[src/rtl/keypad_pkg.sv]
// Shared types and constants for the 4x4 matrix keypad scanner: state enum, key
// codes in the 7-seg digit code space, column strobe patterns and the key map.
package keypad_pkg;

  localparam logic [4:0] KEY_NONE = 5'd20;

  localparam logic [3:0] COL0_STROBE = 4'b0111;
  localparam logic [3:0] COL1_STROBE = 4'b1011;
  localparam logic [3:0] COL2_STROBE = 4'b1101;
  localparam logic [3:0] COL3_STROBE = 4'b1110;

  typedef enum logic [1:0] {
    SCAN     = 2'd0,
    DEBOUNCE = 2'd1,
    HELD     = 2'd2,
    RELEASE  = 2'd3
  } state_t;

  function automatic logic [3:0] col_strobe(input logic [1:0] c);
    logic [3:0] s;
    case (c)
      2'd0:    s = COL0_STROBE;
      2'd1:    s = COL1_STROBE;
      2'd2:    s = COL2_STROBE;
      default: s = COL3_STROBE;
    endcase
    return s;
  endfunction

  // Pmod KYPD legend; the bottom row is wired 0 F E D.
  function automatic logic [4:0] keymap(input logic [1:0] r, input logic [1:0] c);
    logic [4:0] k;
    case ({r, c})
      4'h0: k = 5'd1;
      4'h1: k = 5'd2;
      4'h2: k = 5'd3;
      4'h3: k = 5'd10;
      4'h4: k = 5'd4;
      4'h5: k = 5'd5;
      4'h6: k = 5'd6;
      4'h7: k = 5'd11;
      4'h8: k = 5'd7;
      4'h9: k = 5'd8;
      4'hA: k = 5'd9;
      4'hB: k = 5'd12;
      4'hC: k = 5'd0;
      4'hD: k = 5'd15;
      4'hE: k = 5'd14;
      default: k = 5'd13;
    endcase
    return k;
  endfunction

endpackage

[src/rtl/keypad_scanner_if.sv]
// Keypad pins plus the decoded key stream; master is the scanner, slave is the
// keypad/consumer side.
interface keypad_scanner_if;
  import keypad_pkg::*;

  // key_valid is a one-cycle pulse with no back-pressure: a consumer must take
  // key_code in the cycle key_valid is high. key_held stays high until release.
  logic [3:0] row;
  logic [3:0] col;
  logic [4:0] key_code;
  logic       key_valid;
  logic       key_held;
  state_t     dbg_state;

  modport master (
    input  row,
    output col, key_code, key_valid, key_held, dbg_state
  );

  modport slave (
    output row,
    input  col, key_code, key_valid, key_held, dbg_state
  );

endinterface

[src/rtl/keypad_row_sync.sv]
// Two-flop synchronizer for the asynchronous, active-low keypad rows; resets idle.
module keypad_row_sync (
  input  logic       clock_100Mhz,
  input  logic       reset,
  input  logic [3:0] row_async,
  output logic [3:0] row_sync
);

  logic [3:0] row_meta;

  always_ff @(posedge clock_100Mhz or posedge reset) begin
    if (reset) begin
      row_meta <= 4'b1111;
      row_sync <= 4'b1111;
    end else begin
      row_meta <= row_async;
      row_sync <= row_meta;
    end
  end

endmodule

[src/rtl/keypad_scanner.sv]
// 4x4 keypad scanner: column strobing, debounce, key decode and release tracking.
// Optional auto-repeat while a key is held is enabled by defining KEYPAD_REPEAT_EN.
module keypad_scanner #(
  parameter int SCAN_DIV     = 50000,
  parameter int DEBOUNCE_CNT = 20,
  parameter int REPEAT_DELAY = 50,
  parameter int REPEAT_RATE  = 10
) (
  input  logic              clock_100Mhz,
  input  logic              reset,
  keypad_scanner_if.master  kp
);
  import keypad_pkg::*;

  if (SCAN_DIV < 1 || DEBOUNCE_CNT < 1 || REPEAT_DELAY < 1 || REPEAT_RATE < 1) begin : g_bad_param
    $error("keypad_scanner: all timing parameters must be at least 1");
  end

  localparam int DW = (SCAN_DIV > 1) ? $clog2(SCAN_DIV) : 1;
  localparam int CW = (DEBOUNCE_CNT > 1) ? $clog2(DEBOUNCE_CNT + 1) : 1;
  localparam logic [DW-1:0] DWELL_LAST = DW'(SCAN_DIV - 1);
  localparam logic [CW-1:0] DEB_TARGET = CW'(DEBOUNCE_CNT);
  localparam logic [CW-1:0] DEB_LAST   = CW'(DEBOUNCE_CNT - 1);

  state_t         state, state_next;
  logic [DW-1:0]  dwell_cnt;
  logic [1:0]     col_idx;
  logic [1:0]     cand_row;
  logic [CW-1:0]  deb_cnt, deb_cnt_n;
  logic [CW-1:0]  rel_cnt, rel_cnt_n;
  logic [4:0]     key_code_q, key_code_n;
  logic           key_valid_q, key_valid_n;
  logic           key_held_q, key_held_n;

  logic [3:0]     row_sync;
  logic           tick;
  logic           any_low;
  logic [1:0]     low_idx;
  logic           cand_low;
  logic           col_adv;
  logic           dwell_clr;
  logic           cand_load;

`ifdef KEYPAD_REPEAT_EN
  localparam int RMAX = (REPEAT_DELAY > REPEAT_RATE) ? REPEAT_DELAY : REPEAT_RATE;
  localparam int RW   = (RMAX > 1) ? $clog2(RMAX + 1) : 1;
  localparam logic [RW-1:0] RD_LAST = RW'(REPEAT_DELAY - 1);
  localparam logic [RW-1:0] RR_LAST = RW'(REPEAT_RATE - 1);
  localparam logic [RW-1:0] R_MAX   = RW'(RMAX);

  logic [RW-1:0] rep_cnt, rep_cnt_n;
  logic          rep_first, rep_first_n;
`endif

  keypad_row_sync u_row_sync (
    .clock_100Mhz (clock_100Mhz),
    .reset        (reset),
    .row_async    (kp.row),
    .row_sync     (row_sync)
  );

  assign tick     = (dwell_cnt == DWELL_LAST);
  assign any_low  = ~&row_sync;
  assign cand_low = ~row_sync[cand_row];

  // Lowest row index wins when several rows read low in the same sample.
  always_comb begin
    low_idx = 2'd0;
    for (int i = 3; i >= 0; i--) begin
      if (!row_sync[i]) low_idx = 2'(i);
    end
  end

  always_comb begin
    state_next  = state;
    col_adv     = 1'b0;
    dwell_clr   = 1'b0;
    cand_load   = 1'b0;
    deb_cnt_n   = deb_cnt;
    rel_cnt_n   = rel_cnt;
    key_code_n  = key_code_q;
    key_valid_n = 1'b0;
    key_held_n  = key_held_q;
`ifdef KEYPAD_REPEAT_EN
    rep_cnt_n   = rep_cnt;
    rep_first_n = rep_first;
`endif
    case (state)
      SCAN: begin
        if (tick) begin
          if (any_low) begin
            cand_load = 1'b1;
            if (DEBOUNCE_CNT <= 1) begin
              state_next  = HELD;
              deb_cnt_n   = DEB_TARGET;
              rel_cnt_n   = '0;
              key_code_n  = keymap(low_idx, col_idx);
              key_valid_n = 1'b1;
              key_held_n  = 1'b1;
`ifdef KEYPAD_REPEAT_EN
              rep_cnt_n   = '0;
              rep_first_n = 1'b1;
`endif
            end else begin
              state_next = DEBOUNCE;
              deb_cnt_n  = CW'(1);
            end
          end else begin
            col_adv = 1'b1;
          end
        end
      end
      DEBOUNCE: begin
        if (tick) begin
          if (cand_low) begin
            if (deb_cnt < DEB_TARGET) deb_cnt_n = deb_cnt + CW'(1);
            if (deb_cnt >= DEB_LAST) begin
              state_next  = HELD;
              rel_cnt_n   = '0;
              key_code_n  = keymap(cand_row, col_idx);
              key_valid_n = 1'b1;
              key_held_n  = 1'b1;
`ifdef KEYPAD_REPEAT_EN
              rep_cnt_n   = '0;
              rep_first_n = 1'b1;
`endif
            end
          end else begin
            state_next = SCAN;
            col_adv    = 1'b1;
            deb_cnt_n  = '0;
          end
        end
      end
      HELD: begin
        if (tick) begin
          if (cand_low) begin
            rel_cnt_n = '0;
`ifdef KEYPAD_REPEAT_EN
            // First repeat waits REPEAT_DELAY samples, later ones REPEAT_RATE.
            if (rep_cnt >= (rep_first ? RD_LAST : RR_LAST)) begin
              key_valid_n = 1'b1;
              rep_cnt_n   = '0;
              rep_first_n = 1'b0;
            end else if (rep_cnt < R_MAX) begin
              rep_cnt_n = rep_cnt + RW'(1);
            end
`endif
          end else begin
            if (rel_cnt < DEB_TARGET) rel_cnt_n = rel_cnt + CW'(1);
`ifdef KEYPAD_REPEAT_EN
            rep_cnt_n = '0;
`endif
            if (rel_cnt >= DEB_LAST) begin
              state_next = RELEASE;
              key_code_n = KEY_NONE;
              key_held_n = 1'b0;
            end
          end
        end
      end
      RELEASE: begin
        // Restart the dwell so the next column gets a full settling window.
        state_next = SCAN;
        col_adv    = 1'b1;
        dwell_clr  = 1'b1;
        deb_cnt_n  = '0;
        rel_cnt_n  = '0;
      end
      default: state_next = SCAN;
    endcase
  end

  always_ff @(posedge clock_100Mhz or posedge reset) begin
    if (reset) begin
      state       <= SCAN;
      dwell_cnt   <= '0;
      col_idx     <= 2'd0;
      cand_row    <= 2'd0;
      deb_cnt     <= '0;
      rel_cnt     <= '0;
      key_code_q  <= KEY_NONE;
      key_valid_q <= 1'b0;
      key_held_q  <= 1'b0;
    end else begin
      state       <= state_next;
      dwell_cnt   <= (dwell_clr || tick) ? '0 : dwell_cnt + DW'(1);
      if (col_adv) col_idx <= col_idx + 2'd1;
      if (cand_load) cand_row <= low_idx;
      deb_cnt     <= deb_cnt_n;
      rel_cnt     <= rel_cnt_n;
      key_code_q  <= key_code_n;
      key_valid_q <= key_valid_n;
      key_held_q  <= key_held_n;
    end
  end

`ifdef KEYPAD_REPEAT_EN
  always_ff @(posedge clock_100Mhz or posedge reset) begin
    if (reset) begin
      rep_cnt   <= '0;
      rep_first <= 1'b1;
    end else begin
      rep_cnt   <= rep_cnt_n;
      rep_first <= rep_first_n;
    end
  end
`endif

  assign kp.col       = col_strobe(col_idx);
  assign kp.key_code  = key_code_q;
  assign kp.key_valid = key_valid_q;
  assign kp.key_held  = key_held_q;
  assign kp.dbg_state = state;

endmodule

[src/flat_wrapper.sv]
// flat-port wrapper written by rule: the top's interface ports become plain ports
module keypad_scanner_flat import keypad_pkg::*;
#(
  parameter int SCAN_DIV     = 50000,
  parameter int DEBOUNCE_CNT = 20,
  parameter int REPEAT_DELAY = 50,
  parameter int REPEAT_RATE  = 10
)
  (clock_100Mhz, reset, kp_row, kp_col, kp_key_code, kp_key_valid, kp_key_held, kp_dbg_state);
  keypad_scanner_if kp_i ();
  input  logic clock_100Mhz;
  input  logic reset;
  input wire logic [$bits(kp_i.row)-1:0] kp_row;
  output wire logic [$bits(kp_i.col)-1:0] kp_col;
  output wire logic [$bits(kp_i.key_code)-1:0] kp_key_code;
  output wire logic [$bits(kp_i.key_valid)-1:0] kp_key_valid;
  output wire logic [$bits(kp_i.key_held)-1:0] kp_key_held;
  output wire logic [$bits(kp_i.dbg_state)-1:0] kp_dbg_state;
  assign kp_i.row = kp_row;
  assign kp_col = kp_i.col;
  assign kp_key_code = kp_i.key_code;
  assign kp_key_valid = kp_i.key_valid;
  assign kp_key_held = kp_i.key_held;
  assign kp_dbg_state = kp_i.dbg_state;
  keypad_scanner #(.SCAN_DIV(SCAN_DIV), .DEBOUNCE_CNT(DEBOUNCE_CNT), .REPEAT_DELAY(REPEAT_DELAY), .REPEAT_RATE(REPEAT_RATE)) u_core (.clock_100Mhz(clock_100Mhz), .reset(reset), .kp(kp_i));
endmodule
[config.mk]
export PLATFORM = sky130hd
export DESIGN_NAME = keypad_scanner_flat
export DESIGN_NICKNAME = d
export VERILOG_FILES = /design/src/rtl/keypad_pkg.sv /design/src/rtl/keypad_scanner_if.sv /design/src/rtl/keypad_row_sync.sv /design/src/rtl/keypad_scanner.sv /design/src/flat_wrapper.sv
export SDC_FILE = /design/constraint.sdc
export NUM_CORES = 1
export LEC_CHECK = 0
export CAP_MARGIN = 20
export CORE_MARGIN = 2
export CORE_UTILIZATION = 50
export CTS_CLUSTER_SIZE = 30
export DETAILED_ROUTE_END_ITERATION = 8
export GPL_ROUTABILITY_DRIVEN = 0
export HOLD_SLACK_MARGIN = 0.08
export PLACE_DENSITY = 0.7
export SETUP_SLACK_MARGIN = 0.05
export SYNTH_ARGS = -nofsm -noshare
export SYNTH_HDL_FRONTEND = slang
export SYNTH_SLANG_ARGS = --single-unit
export TNS_END_PERCENT = 5
[constraint.sdc]
create_clock -name clock_100Mhz -period 5 [get_ports clock_100Mhz]
set_input_delay 1 -clock clock_100Mhz [delete_from_list [all_inputs] [get_ports clock_100Mhz]]
set_output_delay 1 -clock clock_100Mhz [all_outputs]
set_load 0.01 [all_outputs]
==> impl_metrics.prom <==
# TYPE chip_impl_metric gauge
chip_impl_metric{name="total_track_usage",unit="%"} 18.1
chip_impl_metric{name="power_density",unit="nW/um^2"} 217
chip_impl_metric{name="vdd_drop_max",unit="mV"} 0.175
chip_impl_info{name="most-common-layout-cells",value="sky130_fd_sc_hd__dfrtp_1, sky130_fd_sc_hd__nor2_1, sky130_fd_sc_hd__clkdlybuf4s50_1, sky130_fd_sc_hd__nand2_1, sky130_fd_sc_hd__ha_1"} 1
chip_impl_metric{name="timing_worst_slew_pin_value",unit="ps"} 739
chip_impl_metric{name="power.leakage",unit="nW"} 1.29
chip_impl_info{name="run_status",value="completed"} 1
chip_impl_metric{name="synth-seq-area-share",unit="%"} 46.3
chip_impl_metric{name="yosysWarningCount",unit=""} 0
chip_impl_metric{name="floorplan.die.height",unit="um"} 75.6
chip_impl_metric{name="wl_per_cell",unit="um"} 13.8
chip_impl_metric{name="timing.final.crit_share",unit="%"} 53.8
chip_impl_metric{name="timing.fmax",unit="MHz"} 372
chip_impl_metric{name="dieArea",unit="um^2"} 5720
chip_impl_info{name="worst_setup_path_end_kind",value="output pin"} 1
chip_impl_metric{name="viasPerCell",unit=""} 5.43
chip_impl_metric{name="final_net_count",unit=""} 280
chip_impl_metric{name="n_antenna_cell",unit=""} 0
chip_impl_metric{name="fill_cells",unit=""} 437
chip_impl_info{name="grt_setup_unrepaired",value="no"} 1
chip_impl_metric{name="placeableCoreArea",unit="um^2"} 5040
chip_impl_info{name="worst_hold_path_type",value="register to register"} 1
chip_impl_info{name="tritoncts",value="yes"} 1
chip_impl_metric{name="clkSlewWorstSetupHoldPaths",unit="ps"} 80
chip_impl_metric{name="grt_pass1_wl",unit="um"} 7920
chip_impl_info{name="layout_commonest_cell",value="sky130_fd_sc_hd__dfrtp_1"} 1
chip_impl_metric{name="sum_of_routed_wire_length_over_all_layers",unit="um"} 4560
chip_impl_metric{name="syn2layout_area_growth",unit="%"} 13.0
chip_impl_metric{name="postSynthRegisterBits",unit=""} 47
chip_impl_metric{name="worst_clock_skew",unit="ps"} 3.38
chip_impl_metric{name="arithmetic_cell_share_of_the_synthesized_area_counting_full_adders_half_adders_and_majority_gates",unit="%"} 7.31
chip_impl_metric{name="timing.slew.headroom",unit="%"} 50.2
chip_impl_metric{name="regToRegSetupSlack",unit="ps"} 2560
chip_impl_metric{name="cap_violations",unit=""} 0
chip_impl_metric{name="grt_pass1_vias",unit=""} 1675
chip_impl_metric{name="synthesis.area_per_instance",unit="um^2"} 10.8
chip_impl_metric{name="cp.required",unit="ps"} 4000
chip_impl_info{name="ys_dominant_reg_cell",value="sky130_fd_sc_hd__dfrtp_1"} 1
chip_impl_metric{name="depth_of_the_most_critical_reg_to_reg_path",unit=""} 7
chip_impl_metric{name="number_of_cells_traversed_by_the_worst_hold_path",unit=""} 0
chip_impl_metric{name="post_cts_setup_buffer_count",unit=""} 0
chip_impl_metric{name="setup-violations-final",unit=""} 0
chip_impl_metric{name="design.portCount",unit=""} 19
chip_impl_metric{name="report.power.total",unit="W"} 0.000628
chip_impl_metric{name="clock_insertion_delay_worst_skew",unit="ps"} 300
chip_impl_info{name="worstSetupPathType",value="register to output pin"} 1
chip_impl_metric{name="fp.dieW",unit="um"} 75.6
chip_impl_metric{name="ant_nets",unit=""} 0
chip_impl_metric{name="multi_input_area",unit="um^2"} 1290
chip_impl_metric{name="port_buffers",unit=""} 18
chip_impl_metric{name="yosys-mux-area-fraction",unit="%"} 7.26
chip_impl_info{name="min_from",value="u_core.u_row_sync.row_meta[2]"} 1
chip_impl_info{name="clk_root_buffer_cell",value="sky130_fd_sc_hd__clkbuf_8"} 1
chip_impl_metric{name="timing_max_transition_violations_final",unit=""} 0
chip_impl_metric{name="finalSetupTns",unit="ps"} 0
chip_impl_info{name="biggest_area_contributors_in_the_synthesized_netlist",value="sky130_fd_sc_hd__dfrtp_1, sky130_fd_sc_hd__dfstp_2, sky130_fd_sc_hd__ha_1"} 1
chip_impl_metric{name="synth_xor_area_share",unit="%"} 5.46
chip_impl_metric{name="cts-buffers-inserted",unit=""} 5
chip_impl_metric{name="detailroute.via_count",unit=""} 1791
chip_impl_info{name="endpoint_of_the_worst_slack_reg_to_reg_timing_path",value="u_core.deb_cnt[0]"} 1
chip_impl_metric{name="netlist.area_leader.share",unit="%"} 36.1
chip_impl_metric{name="synth_area_in_compound_gates",unit="%"} 13.4
chip_impl_metric{name="cts.path.max_buffers",unit=""} 2
chip_impl_metric{name="synth.cell_area",unit="um^2"} 2570
chip_impl_info{name="synth_area_leader_cell",value="sky130_fd_sc_hd__dfrtp_1"} 1
chip_impl_metric{name="syn_nets",unit=""} 259
chip_impl_metric{name="cts-hold-fix-buffers",unit=""} 0
chip_impl_metric{name="hold_viol",unit=""} 0
chip_impl_metric{name="critical_path_fanout_max",unit=""} 5
chip_impl_metric{name="post_synth_and_or_nand_nor_area_fraction",unit="%"} 16.7
chip_impl_metric{name="period_needed",unit="ps"} 2690
chip_impl_metric{name="globalRoute.totalOverflow",unit=""} 0
chip_impl_metric{name="cts_htree_levels",unit=""} 2
chip_impl_metric{name="drt_pass1_iterations",unit=""} 4
chip_impl_metric{name="hpwl",unit="um"} 3260
chip_impl_metric{name="sequential_cell_area",unit="um^2"} 1190
chip_impl_metric{name="synth_cells",unit=""} 238
chip_impl_metric{name="critPathArrivalTime",unit="ps"} 1690
chip_impl_metric{name="post_synth_num_cell_types",unit=""} 57
chip_impl_metric{name="route.detailed.drc",unit=""} 0
chip_impl_metric{name="async_reset_ff_share",unit="%"} 100
chip_impl_metric{name="drive_gt1_share",unit="%"} 15.8
chip_impl_metric{name="cts.sink_count",unit=""} 47
chip_impl_info{name="holdPathEnd",value="u_core.u_row_sync.row_sync[2]"} 1
chip_impl_metric{name="first_iter_violations",unit=""} 55
chip_impl_info{name="critical_path.startpoint_type",value="register"} 1
chip_impl_metric{name="grt_max_degree",unit=""} 48
chip_impl_metric{name="floorplan.initialDensity",unit="%"} 50.9
chip_impl_metric{name="grt_antenna_before_repair",unit=""} 0
chip_impl_metric{name="cts.repair.resized",unit=""} 0
chip_impl_metric{name="rows",unit=""} 26
chip_impl_info{name="dominant_combinational_cell_family_by_area_after_synthesis",value="simple AND/OR/NAND/NOR gates"} 1
chip_impl_metric{name="synth_enable_flop_cells",unit=""} 0
==> layer usage <==
| layer | vias to the layer above | share of wire, % | routed length (um) | global-route usage (%) |
|---|---|---|---|---|
| met2 | 39 | 42 | 1940 | 25.5 |
| met5 | - | 0 | 0 | 0 |
| met1 | 852 | 52 | 2360 | 28.0 |
| li1 | 894 | - | - | - |
| met3 | 6 | 4.6 | 209 | 3.84 |
| met4 | 0 | 1.1 | 48 | 5.65 |
==> power by group <==
group	internal, W	switching (W)
registers	0.000386	0.00000275
logic	0.00000698	0.00000938
clock network	0.0000982	0.000125
==> logic make-up after synthesis <==
kind of cell | Yosys count
adders and majority gates | 15
and+or+nand+nor | 80
xor gates and xnor gates | 16
muxes | 16
AOI/OAI and AO/OA | 45
buffers and inverters | 19
DFF | 47
==> stage by stage <==
stage	cells	utilization, %	area (um^2)	setup slack [ps]	hold slack, ps
3_3_place_gp	321	55.5	2800	2630	346
3_5_place_dp	321	55.5	2800	2580	348
5_1_grt	330	57.5	2900	2180	362
2_1_floorplan	238	-	2570	2860	345
4_1_cts	329	57.1	2880	2290	361
6_report	330	57.5	2900	2310	359
==> synthesized netlist by cell type (2+ instances only) <==
master                      n
sky130_fd_sc_hd__dfrtp_1   37
sky130_fd_sc_hd__nor2_1    26
sky130_fd_sc_hd__nand2_1   17
sky130_fd_sc_hd__ha_1      15
sky130_fd_sc_hd__inv_1     14
sky130_fd_sc_hd__dfstp_2   10
sky130_fd_sc_hd__mux2_2    10
sky130_fd_sc_hd__xor2_1     9
sky130_fd_sc_hd__a21oi_1    7
sky130_fd_sc_hd__nand3_1    7
sky130_fd_sc_hd__xnor2_1    7
sky130_fd_sc_hd__nor3_1     5
sky130_fd_sc_hd__o21ai_0    5
sky130_fd_sc_hd__mux2i_1    4
sky130_fd_sc_hd__nand4_1    4
sky130_fd_sc_hd__o22ai_1    4
sky130_fd_sc_hd__o31ai_1    4
sky130_fd_sc_hd__a41oi_1    3
sky130_fd_sc_hd__and2_1     3
sky130_fd_sc_hd__and3_1     3
sky130_fd_sc_hd__a211oi_1   2
sky130_fd_sc_hd__a21o_1     2
sky130_fd_sc_hd__and4bb_2   2
sky130_fd_sc_hd__buf_6      2
sky130_fd_sc_hd__clkbuf_1   2
sky130_fd_sc_hd__nand2b_1   2
sky130_fd_sc_hd__o21ai_1    2
==> critical path, cell delays in order (launching register included) <==
cell and delay (ps):
sky130_fd_sc_hd__dfrtp_1 460, sky130_fd_sc_hd__inv_1 130, sky130_fd_sc_hd__ha_1 230, sky130_fd_sc_hd__inv_1 50
sky130_fd_sc_hd__clkdlybuf4s50_1 520
==> how the worst max path moves through the flow <==
| stage | from | endpoint | slack [ps] | cells past startpoint |
|---|---|---|---|---|
| after CTS | u_core.col_idx[0] | kp_col[3] | 2290 | 4 |
| after floorplan | register | u_core.deb_cnt[0] | 2860 | 7 |
| after global routing | u_core.col_idx[0] | kp_col[3] | 2180 | 4 |
| after detailed placement | register | u_core.deb_cnt[0] | 2580 | 7 |
| final | u_core.col_idx[0] | kp_col[3] | 2310 | 4 |
| after global placement | u_core.col_idx[0] | kp_col[3] | 2630 | 4 |
==> layout make-up <==
class | instances | share of cell area (%)
Clock buffer | 6 | 2.50
Clock inverter | 2 | 0.388
Inverter | 14 | 1.81
Multi-Input combinational cell | 172 | 44.4
Sequential cell | 47 | 41.0
Tap cell | 70 | 3.02
Timing Repair Buffer | 19 | 6.90
==> sequential cells by signal, indices dropped and copies added (netlist names), 2 cells and up, named ones only <==
name	cells
u_core.kp.key_code	5
u_core.rel_cnt	5
u_core.u_row_sync.row_meta	4
u_core.deb_cnt	5
u_core.cand_row	2
u_core.dwell_cnt	16
u_core.col_idx	2
u_core.u_row_sync.row_sync	4
Power figures use the tool's default switching activity.
